<file path="config.mk">
export PLATFORM = sky130hd
export DESIGN_NAME = address_capture_flat
export DESIGN_NICKNAME = d
export VERILOG_FILES = /design/src/rtl/address_capture_if.sv /design/src/rtl/address_capture.sv /design/src/flat_wrapper.sv
export SDC_FILE = /design/constraint.sdc
export NUM_CORES = 1
export LEC_CHECK = 0
export BUFFER_PORTS_ARGS = -buffer_cell sky130_fd_sc_hd__buf_2
export CORE_ASPECT_RATIO = 0.8
export CORE_MARGIN = 1.5
export CORE_UTILIZATION = 50
export DETAILED_ROUTE_END_ITERATION = 16
export PLACE_DENSITY_LB_ADDON = 0.05
export SLEW_MARGIN = 25
export SYNTH_ARGS = -nofsm -noshare
export SYNTH_HDL_FRONTEND = slang
export SYNTH_SLANG_ARGS = --single-unit
</file>
<file path="constraint.sdc">
create_clock -name clk -period 1.9 [get_ports clk]
set_input_delay 0.095 -clock clk [delete_from_list [all_inputs] [get_ports clk]]
set_output_delay 0.095 -clock clk [all_outputs]
set_load 0.05 [all_outputs]
</file>
<file path="src/rtl/address_capture_if.sv">
`default_nettype none
// ============================================================================
// Module      : address_capture_if
// Description : Address stream input and published address outputs of the
//               address_capture block. The slave modport is the receiver.
// Revision    : 1.0 - initial release
// ============================================================================
interface address_capture_if;
    logic [8:0]  address_set;   // {strobe, byte}
    logic [47:0] mac_addr;
    logic [31:0] ip_addr;
    logic        addr_valid;
    logic        commit;
    logic        error;
    logic        busy;

    modport master (
        output address_set,
        input  mac_addr, ip_addr, addr_valid, commit, error, busy
    );

    modport slave (
        input  address_set,
        output mac_addr, ip_addr, addr_valid, commit, error, busy
    );
endinterface
`default_nettype wire

</file>
<file path="src/rtl/address_capture.sv">
`default_nettype none
// ============================================================================
// Module      : address_capture
// Description : Assembles a 6-byte MAC + 4-byte IP burst from the strobed
//               byte stream into shadow registers, checks the IP network
//               prefix and publishes both addresses atomically on completion.
// Revision    : 1.0 - initial release
// ============================================================================
module address_capture #(
    parameter int          GAP_MAX   = 16,
    parameter logic [31:0] IP_NET    = 32'h80038000,
    parameter bit          CHECK_NET = 1'b1
) (
    input  logic              clk,
    input  logic              rst,      // synchronous, active low
    address_capture_if.slave  bus
);

    typedef enum logic [1:0] {
        ST_IDLE = 2'd0,
        ST_MAC  = 2'd1,
        ST_IP   = 2'd2
    } state_t;

    // Gap value whose next idle cycle ends the burst.
    localparam logic [7:0] c_gap_last = 8'(GAP_MAX - 1);

    state_t      r_state;
    logic [3:0]  r_count;
    logic [7:0]  r_gap;
    logic [47:0] r_mac_sh;
    logic [23:0] r_ip_sh;
    logic [47:0] r_mac_pub;
    logic [31:0] r_ip_pub;
    logic        r_valid;
    logic        r_commit;
    logic        r_error;

    logic        w_strobe;
    logic [7:0]  w_byte;
    logic [7:0]  w_net_byte;
    logic        w_net_bad;
    logic        w_timeout;
    logic        w_abort;
    logic        w_commit;

    assign w_strobe = bus.address_set[8];
    assign w_byte   = bus.address_set[7:0];

    // Expected network byte for the IP byte currently arriving (count 6..8).
    always_comb begin
        w_net_byte = IP_NET[31:24];
        case (r_count)
            4'd7:    w_net_byte = IP_NET[23:16];
            4'd8:    w_net_byte = IP_NET[15:8];
            default: w_net_byte = IP_NET[31:24];
        endcase
    end

    assign w_net_bad = CHECK_NET && (r_count <= 4'd8) && (w_byte != w_net_byte);
    assign w_timeout = (r_state != ST_IDLE) && !w_strobe && (r_gap == c_gap_last);
    assign w_abort   = w_timeout || ((r_state == ST_IP) && w_strobe && w_net_bad);
    assign w_commit  = (r_state == ST_IP) && w_strobe && !w_net_bad && (r_count == 4'd9);

    // Burst sequencer: shadow assembly, gap supervision, abort and commit.
    always_ff @(posedge clk) begin
        if (!rst) begin
            r_state   <= ST_IDLE;
            r_count   <= 4'd0;
            r_gap     <= 8'd0;
            r_mac_sh  <= 48'd0;
            r_ip_sh   <= 24'd0;
            r_mac_pub <= 48'd0;
            r_ip_pub  <= 32'd0;
            r_valid   <= 1'b0;
            r_commit  <= 1'b0;
            r_error   <= 1'b0;
        end else begin
            r_commit <= w_commit;
            r_error  <= w_abort;
            if (w_abort || w_commit) begin
                if (w_commit) begin
                    r_mac_pub <= r_mac_sh;
                    r_ip_pub  <= {r_ip_sh, w_byte};
                    r_valid   <= 1'b1;
                end
                r_state  <= ST_IDLE;
                r_count  <= 4'd0;
                r_gap    <= 8'd0;
                r_mac_sh <= 48'd0;
                r_ip_sh  <= 24'd0;
            end else begin
                case (r_state)
                    ST_IDLE: begin
                        if (w_strobe) begin
                            r_mac_sh <= {40'd0, w_byte};
                            r_ip_sh  <= 24'd0;
                            r_count  <= 4'd1;
                            r_gap    <= 8'd0;
                            r_state  <= ST_MAC;
                        end
                    end
                    ST_MAC: begin
                        if (w_strobe) begin
                            r_mac_sh <= {r_mac_sh[39:0], w_byte};
                            r_count  <= r_count + 4'd1;
                            r_gap    <= 8'd0;
                            if (r_count == 4'd5) begin
                                r_state <= ST_IP;
                            end
                        end else begin
                            r_gap <= r_gap + 8'd1;
                        end
                    end
                    ST_IP: begin
                        if (w_strobe) begin
                            r_ip_sh <= {r_ip_sh[15:0], w_byte};
                            r_count <= r_count + 4'd1;
                            r_gap   <= 8'd0;
                        end else begin
                            r_gap <= r_gap + 8'd1;
                        end
                    end
                    default: begin
                        r_state <= ST_IDLE;
                    end
                endcase
            end
        end
    end

    assign bus.mac_addr   = r_mac_pub;
    assign bus.ip_addr    = r_ip_pub;
    assign bus.addr_valid = r_valid;
    assign bus.commit     = r_commit;
    assign bus.error      = r_error;
    assign bus.busy       = (r_state != ST_IDLE);

endmodule
`default_nettype wire

</file>
<file path="src/flat_wrapper.sv">
// flat-port wrapper written by rule: the top's interface ports become plain ports
module address_capture_flat 
#(
    parameter int          GAP_MAX   = 16,
    parameter logic [31:0] IP_NET    = 32'h80038000,
    parameter bit          CHECK_NET = 1'b1
)
  (clk, rst, bus_address_set, bus_mac_addr, bus_ip_addr, bus_addr_valid, bus_commit, bus_error, bus_busy);
  address_capture_if bus_i ();
  input  logic clk;
  input  logic rst;
  input wire logic [$bits(bus_i.address_set)-1:0] bus_address_set;
  output wire logic [$bits(bus_i.mac_addr)-1:0] bus_mac_addr;
  output wire logic [$bits(bus_i.ip_addr)-1:0] bus_ip_addr;
  output wire logic [$bits(bus_i.addr_valid)-1:0] bus_addr_valid;
  output wire logic [$bits(bus_i.commit)-1:0] bus_commit;
  output wire logic [$bits(bus_i.error)-1:0] bus_error;
  output wire logic [$bits(bus_i.busy)-1:0] bus_busy;
  assign bus_i.address_set = bus_address_set;
  assign bus_mac_addr = bus_i.mac_addr;
  assign bus_ip_addr = bus_i.ip_addr;
  assign bus_addr_valid = bus_i.addr_valid;
  assign bus_commit = bus_i.commit;
  assign bus_error = bus_i.error;
  assign bus_busy = bus_i.busy;
  address_capture #(.GAP_MAX(GAP_MAX), .IP_NET(IP_NET), .CHECK_NET(CHECK_NET)) u_core (.clk(clk), .rst(rst), .bus(bus_i));
endmodule
</file>
## Yosys cells after proc, flatten, opt, wreduce, memory -nomap -nowiden

Index checks and enable logic that the tools add are counted.

| storage, ports and cells | value |
|---|---|
| word-level logic and storage cells | 68 |
| bits of input ports | 11 |
| output and inout bits | 84 |
| register bits | 169 |

| cells by class | value |
|---|---|
| $lt $le $gt $ge | 1 |
| reduce and logical (&&, ||, !) cells | 24 |
| bitwise operators | 2 |
| add/subtract/negate cells | 2 |
| muxes and demuxes | 17 |
| equal/unequal tests | 12 |

Operator list:

| cell | number |
|---|---|
| $mux 48 | 2 |
| $pmux 48 s2 | 1 |
| $mux 24 | 2 |
| $pmux 24 s2 | 1 |
| $mux 8 | 3 |
| $pmux 8 s2 | 1 |
| $reduce_and 3->1 | 3 |
| $add 8x1->8 const B | 1 |
| $eq 4x3->1 const B | 2 |
| $eq 8x4->1 const B | 1 |
| $mux 4 | 2 |
| $ne 8x8->1 | 1 |
| $pmux 4 s2 | 1 |
| $reduce_bool 2->1 | 4 |
| $logic_and 1x1->1 | 7 |
| $mux 2 | 3 |
| $ne 2x2->1 const B | 3 |
| $pmux 2 s3 | 1 |
| $add 4x1->4 const B | 1 |
| $eq 4x4->1 const B | 1 |
| $le 4x4->1 const B | 1 |
| $ne 2x1->1 const B | 2 |
| $reduce_and 2->1 | 2 |
| $reduce_and 4->1 | 1 |
| other kinds (7) | 11 |

## Depth between registers and ports, before layout

| logic depth | value |
|---|---|
| depth after elaboration | 9 |
| gate-level depth with buffers | 10 |
| mapped depth without buffers | 7 |

## Worst setup path before layout

Ideal clock, no wire load.

| timing | value |
|---|---|
| kind | register to register |
| from | register u_core.r_state[0] |
| to | register u_core.r_count[2] |
| clock period less this slack | 1997 ps |
| setup time | 117 ps |
| required time | 1783 ps |
| path slack | -97 ps |
| cell stages (with the launch flop) | 11 |
| arrival time | 1880 ps |
| buffers on the path | 3 |
| cells stage by stage | dfxtp_1 > inv_1 > ha_1 > buf_2 > nand2_1 > o41ai_1 > a31oi_2 > o211ai_2 > buf_4 > buf_2 > nor2_1 |

| on the way | value |
|---|---|
| cells in the longest elaborated chain, start to end | 6 |
| elaborated cells on any way between the ends | 19 |
| those cells by class | 4 x eq/ne; 1 x mux; 14 x reduce/logical |

Ends and longest elaborated chain:

| element | RTL line | text |
|---|---|---|
| start, declared | address_capture.sv:28 | `state_t r_state;` |
| start signal, assigned | address_capture.sv:68 | `r_state <= ST_IDLE;` |
| start signal, assigned | address_capture.sv:87 | `r_state <= ST_IDLE;` |
| start signal, assigned | address_capture.sv:100 | `r_state <= ST_MAC;` |
| branches (longest 6 deep; another with $reduce_and 3->1) | - |  |
| end signal, assigned | address_capture.sv:106 | `r_count <= r_count + 4'd1;` |
| end signal, assigned | address_capture.sv:118 | `r_count <= r_count + 4'd1;` |
| end, declared | address_capture.sv:29 | `logic [3:0] r_count;` |

Several ways; the timed one is not identified.
A chain may end at the register's enable or synchronous reset.

## Worst setup path after layout

| timing | value |
|---|---|
| from | register u_core.r_count[0] |
| to | register u_core.r_ip_pub[31] (netlist: u_core.bus.ip_addr[31]) |

| on the way | value |
|---|---|
| cells in the longest elaborated chain, start to end | 9 |
| elaborated cells on any way between the ends | 13 |
| those cells by class | 1 x order compare; 3 x eq/ne; 1 x mux; 8 x reduce/logical |

Ends and longest elaborated chain:

| element | RTL line | text |
|---|---|---|
| $eq 4x3->1 | address_capture.sv:53 | `case (r_count)` |
| $mux 8 | address_capture.sv:53 |  |
| $ne 8x8->1 | address_capture.sv:60 | `assign w_net_bad = CHECK_NET && (r_count <= 4'd8) && (w_byte != w_net_byte);` |
| $logic_and 1x1->1 | address_capture.sv:60 |  |
| $logic_not 1->1 | address_capture.sv:63 | `assign w_commit = (r_state == ST_IP) && w_strobe && !w_net_bad && (r_count == 4'd9);` |
| $logic_and 1x1->1 (2 in a row) | address_capture.sv:63 |  |
| $logic_or 1x1->1 | address_capture.sv:81 | `if (w_abort \|\| w_commit) begin` |
| $reduce_and 2->1 (no line) * | - |  |
| end signal, assigned | address_capture.sv:84 | `r_ip_pub <= {r_ip_sh, w_byte};` |
| end, declared | address_capture.sv:34 | `logic [31:0] r_ip_pub;` |

Mark *: on every way between the ends. The rest lies on a longest branch, timed or not.

==> results_dict.tcl <==
set metrics [dict create \
    vias 5030 \
    end_kind "flop" \
    dp_hpwl_um 8620 \
    rrSetupSlack_ns -0.03 \
    max_freq_mhz 519 \
    start_util_pct 51.2 \
    violations "setup timing" \
    period_minus_slack_ns 1.93 \
    drt-vias-per-instance 5.88 \
    cp-start-kind "flop" \
    gp_congestion 0.836 \
    ir_drop_uv 747 \
    hold_violations 0 \
    place_area_sq_mm 0.00655 \
    drt_iter0_drc 502 \
    syn-mean-instance-area_sq_um 10.2 \
    pwr-share-comb_pct 12.5 \
    final_max_slew_viol_count 0 \
    rsz0062_at_grt "yes" \
    synth_area_sq_mm 0.00587 \
    cts_tree "yes" \
    clockRootBuffer "clkbuf_16" \
    finClkSkew_ns 0.00881 \
    synth_area_leaders "dfxtp_1 58%, a22o_1 12%, a22oi_1 5.4%" \
    num_rows 35 \
    synth_top_area_share_pct 57.6 \
    period_share_pct 101 \
    yosysUniqueCellTypes 40 \
    path_clk_slew_ns 0.06 \
    diodes 0 \
    fp.dieH_um 99.9 \
    synth_edf_count 0 \
    clockBufferDepth 2 \
    slowest_stage "dfxtp_4" \
    synthesis.nets 593 \
    internal_power_mw 5.89 \
    clkSinkCount 169 \
    cp.arrival_ns 2.24 \
    r2r_cells 8 \
    core_sq_mm 0.0115 \
    cp_max_fo 10 \
    holdWs_ns 0.0319 \
    async_flop_share_pct 0 \
    tightest_slew_ns 0.476 \
    first_pass_iters 5 \
    wl_per_cell_um 19.8 \
    pin_count 95 \
    relSlewSlack_pct 67.9 \
    cts_buffers 17 \
    die_area_sq_mm 0.0124 \
    cp_num_buf_inv 3 \
    maxCapViolCount 0 \
    min_to "u_core.bus.ip_addr[2]" \
    postRouteAntennaNets 0 \
    final_nets 713 \
    port_buffers 94 \
    crit_type "flop to flop" \
    fp.dieW_um 124 \
    critPathTopFamily "compound AO/OA/AOI/OAI gates" \
    htree_levels 4 \
    p_leak_nw 3.27 \
    cp_cell_sequence "inv_2 -> ha_4 -> nor2b_4 -> o41ai_4 -> a31oi_4 -> buf_12 -> clkbuf_16 -> a22o_1" \
    powerDensity_mw_per_mm2 987 \
    insertion_delay_ns 0.42 \
    worstPathRequired_ns 2.21 \
    p_clk_share_pct 42.1 \
    rr_endpoint "u_core.bus.ip_addr[31]" \
    layout_commonest_cell "dfxtp_1" \
    max_stage_delay_ns 0.39 \
    drc 0 \
    setup_ws_ns -0.0261 \
    grt_pass1_wl_um 23900 \
    postLayoutCoreUtil_pct 70.7 \
    area_growth_pct 38.2 \
    yosysTopAreaCell "dfxtp_1" \
    reg2reg_from "u_core.r_count[0]" \
    drive_gt1_share_pct 35.4 \
    status "finished with violations" \
    yosys_most_used_dff "dfxtp_1" \
    pwr-share-seq_pct 45.4 \
    synth_cells 575 \
    track_usage_pct 25.2 \
    ys_seq_elements 169 \
    grt_max_degree 49 \
    stdcell_area_sq_mm 0.00811 \
    yosysWarnings 0 \
    finalSetupViolCount 69 \
    ys_seq_area_share_pct 57.6 \
    swShare_pct 26.4 \
    grt_pass1_vias 4453 \
    wirelength_um 16900 \
    p_switching_mw 2.11 \
    overflow 0 \
    hold_path_class "input pin to flop" \
    antenna_found_initial 0 \
    most-common-layout-cells "167 x dfxtp_1, 94 x buf_2, 80 x a22o_1, 44 x nand2_1, 42 x a22oi_1" \
    hold_path_depth 3 \
    hp-start "bus_address_set[2]" \
]
==> layer usage <==
layer / global-route usage, % / share of wire (%) / up-vias
met4: 7.26 / 1.3 / 0
met3: 5.23 / 6.5 / 23
met2: 37.8 / 45 / 186
li1: - / - / 2343
met5: 0 / 0 / -
met1: 36.8 / 47 / 2478
==> worst min-delay path: cells and delay by family <==
| family | cells | cell delay [ns] |
|---|---|---|
| buf+inv | 2 | 0.22 |
| compound gates | 1 | 0.11 |
==> stage by stage <==
stage | TNS [ns] | cells | power [mW] | worst slack (ns)
detailed placement | -0.647 | 791 | 4.38 | -0.0222
floorplan | 0 | 575 | 4.15 | 0.00723
CTS | -0.0510 | 847 | 7.88 | -0.00954
global route | -7.12 | 855 | 8.27 | -0.0836
finish | -0.777 | 855 | 8.00 | -0.0261
global placement | 0 | 791 | 4.37 | 0.0701
==> cell type report <==
| class | count | area, sq um |
|---|---|---|
| clock buffers | 20 | 467 |
| clock inverters | 11 | 113 |
| fillers | 854 | 3360 |
| inverters | 6 | 22.5 |
| multi-input cells | 350 | 2600 |
| flip-flops and latches | 169 | 3390 |
| well taps | 148 | 185 |
| repair buffers | 151 | 1340 |
==> state kept, by name (all words and copies together) (netlist names) <==
signal / count
u_core.r_state: 2
u_core.bus.commit: 1
u_core.bus.ip_addr: 32
u_core.r_ip_sh: 24
u_core.bus.mac_addr: 48
u_core.r_count: 4
u_core.r_mac_sh: 48
u_core.bus.addr_valid: 1
u_core.bus.error: 1
u_core.r_gap: 8
==> what timing repair did <==
item | in CTS | in global routing
setup buffers | 10 | 0
hold endpoints to repair | 20 | 0
cloned | 8 | 10
gates resized for setup | 39 | 76
hold buffers | 7 | 0
endpoints found under the setup margin | 150 | 146
pin swaps | 19 | 24
==> Yosys cell counts, drive strengths merged, types with 3 or more instances <==
library cell and number:
a21oi 41, a22oi 42, and3 5, nand3 29, buf 20, mux2i 3, ha 7, a31oi 3
inv 6, nor2 57, o21ai 9, clkbuf 30, nand3b 3, dfxtp 169, nand2 45, nor3b 3
a22o 80
==> power by group through the flow <==
stage	Clock, mW	Combinational (mW)	Sequential, mW
after global routing	3.56	1.07	3.63
after global placement	0	0.664	3.70
after CTS	3.39	0.856	3.63
final	3.37	1.00	3.63
after detailed placement	0	0.677	3.71
after floorplan	0	0.453	3.70
==> worst max path at each step <==
stage          cells after the start         startpoint                      end  slack (ns)
3_3_place_gp                       7  u_core.r_count[0]  u_core.bus.mac_addr[30]        0.07
2_1_floorplan                     10  u_core.r_state[0]        u_core.r_count[2]       0.007
3_5_place_dp                       7  u_core.r_count[0]  u_core.bus.mac_addr[43]       -0.02
4_1_cts                            8  u_core.r_count[0]   u_core.bus.ip_addr[26]       -0.01
6_report                           8  u_core.r_count[0]   u_core.bus.ip_addr[31]       -0.03
5_1_grt                            9  u_core.r_count[0]      u_core.r_mac_sh[10]       -0.08
==> logic make-up (layout without fill, tap and decap cells) <==
| logic type | after synthesis | in the layout | share of synthesized area (%) |
|---|---|---|---|
| AOI/OAI and AO/OA | 187 | 187 | 23.7 |
| DFF | 169 | 169 | 57.6 |
| and+or+nand+nor | 152 | 152 | 11.5 |
| buffers and inverters | 56 | 188 | 4.95 |
| adders and majority gates | 7 | 7 | 1.49 |
| muxes | 4 | 4 | 0.703 |
Note: power is estimated with default switching activity, not from simulation.
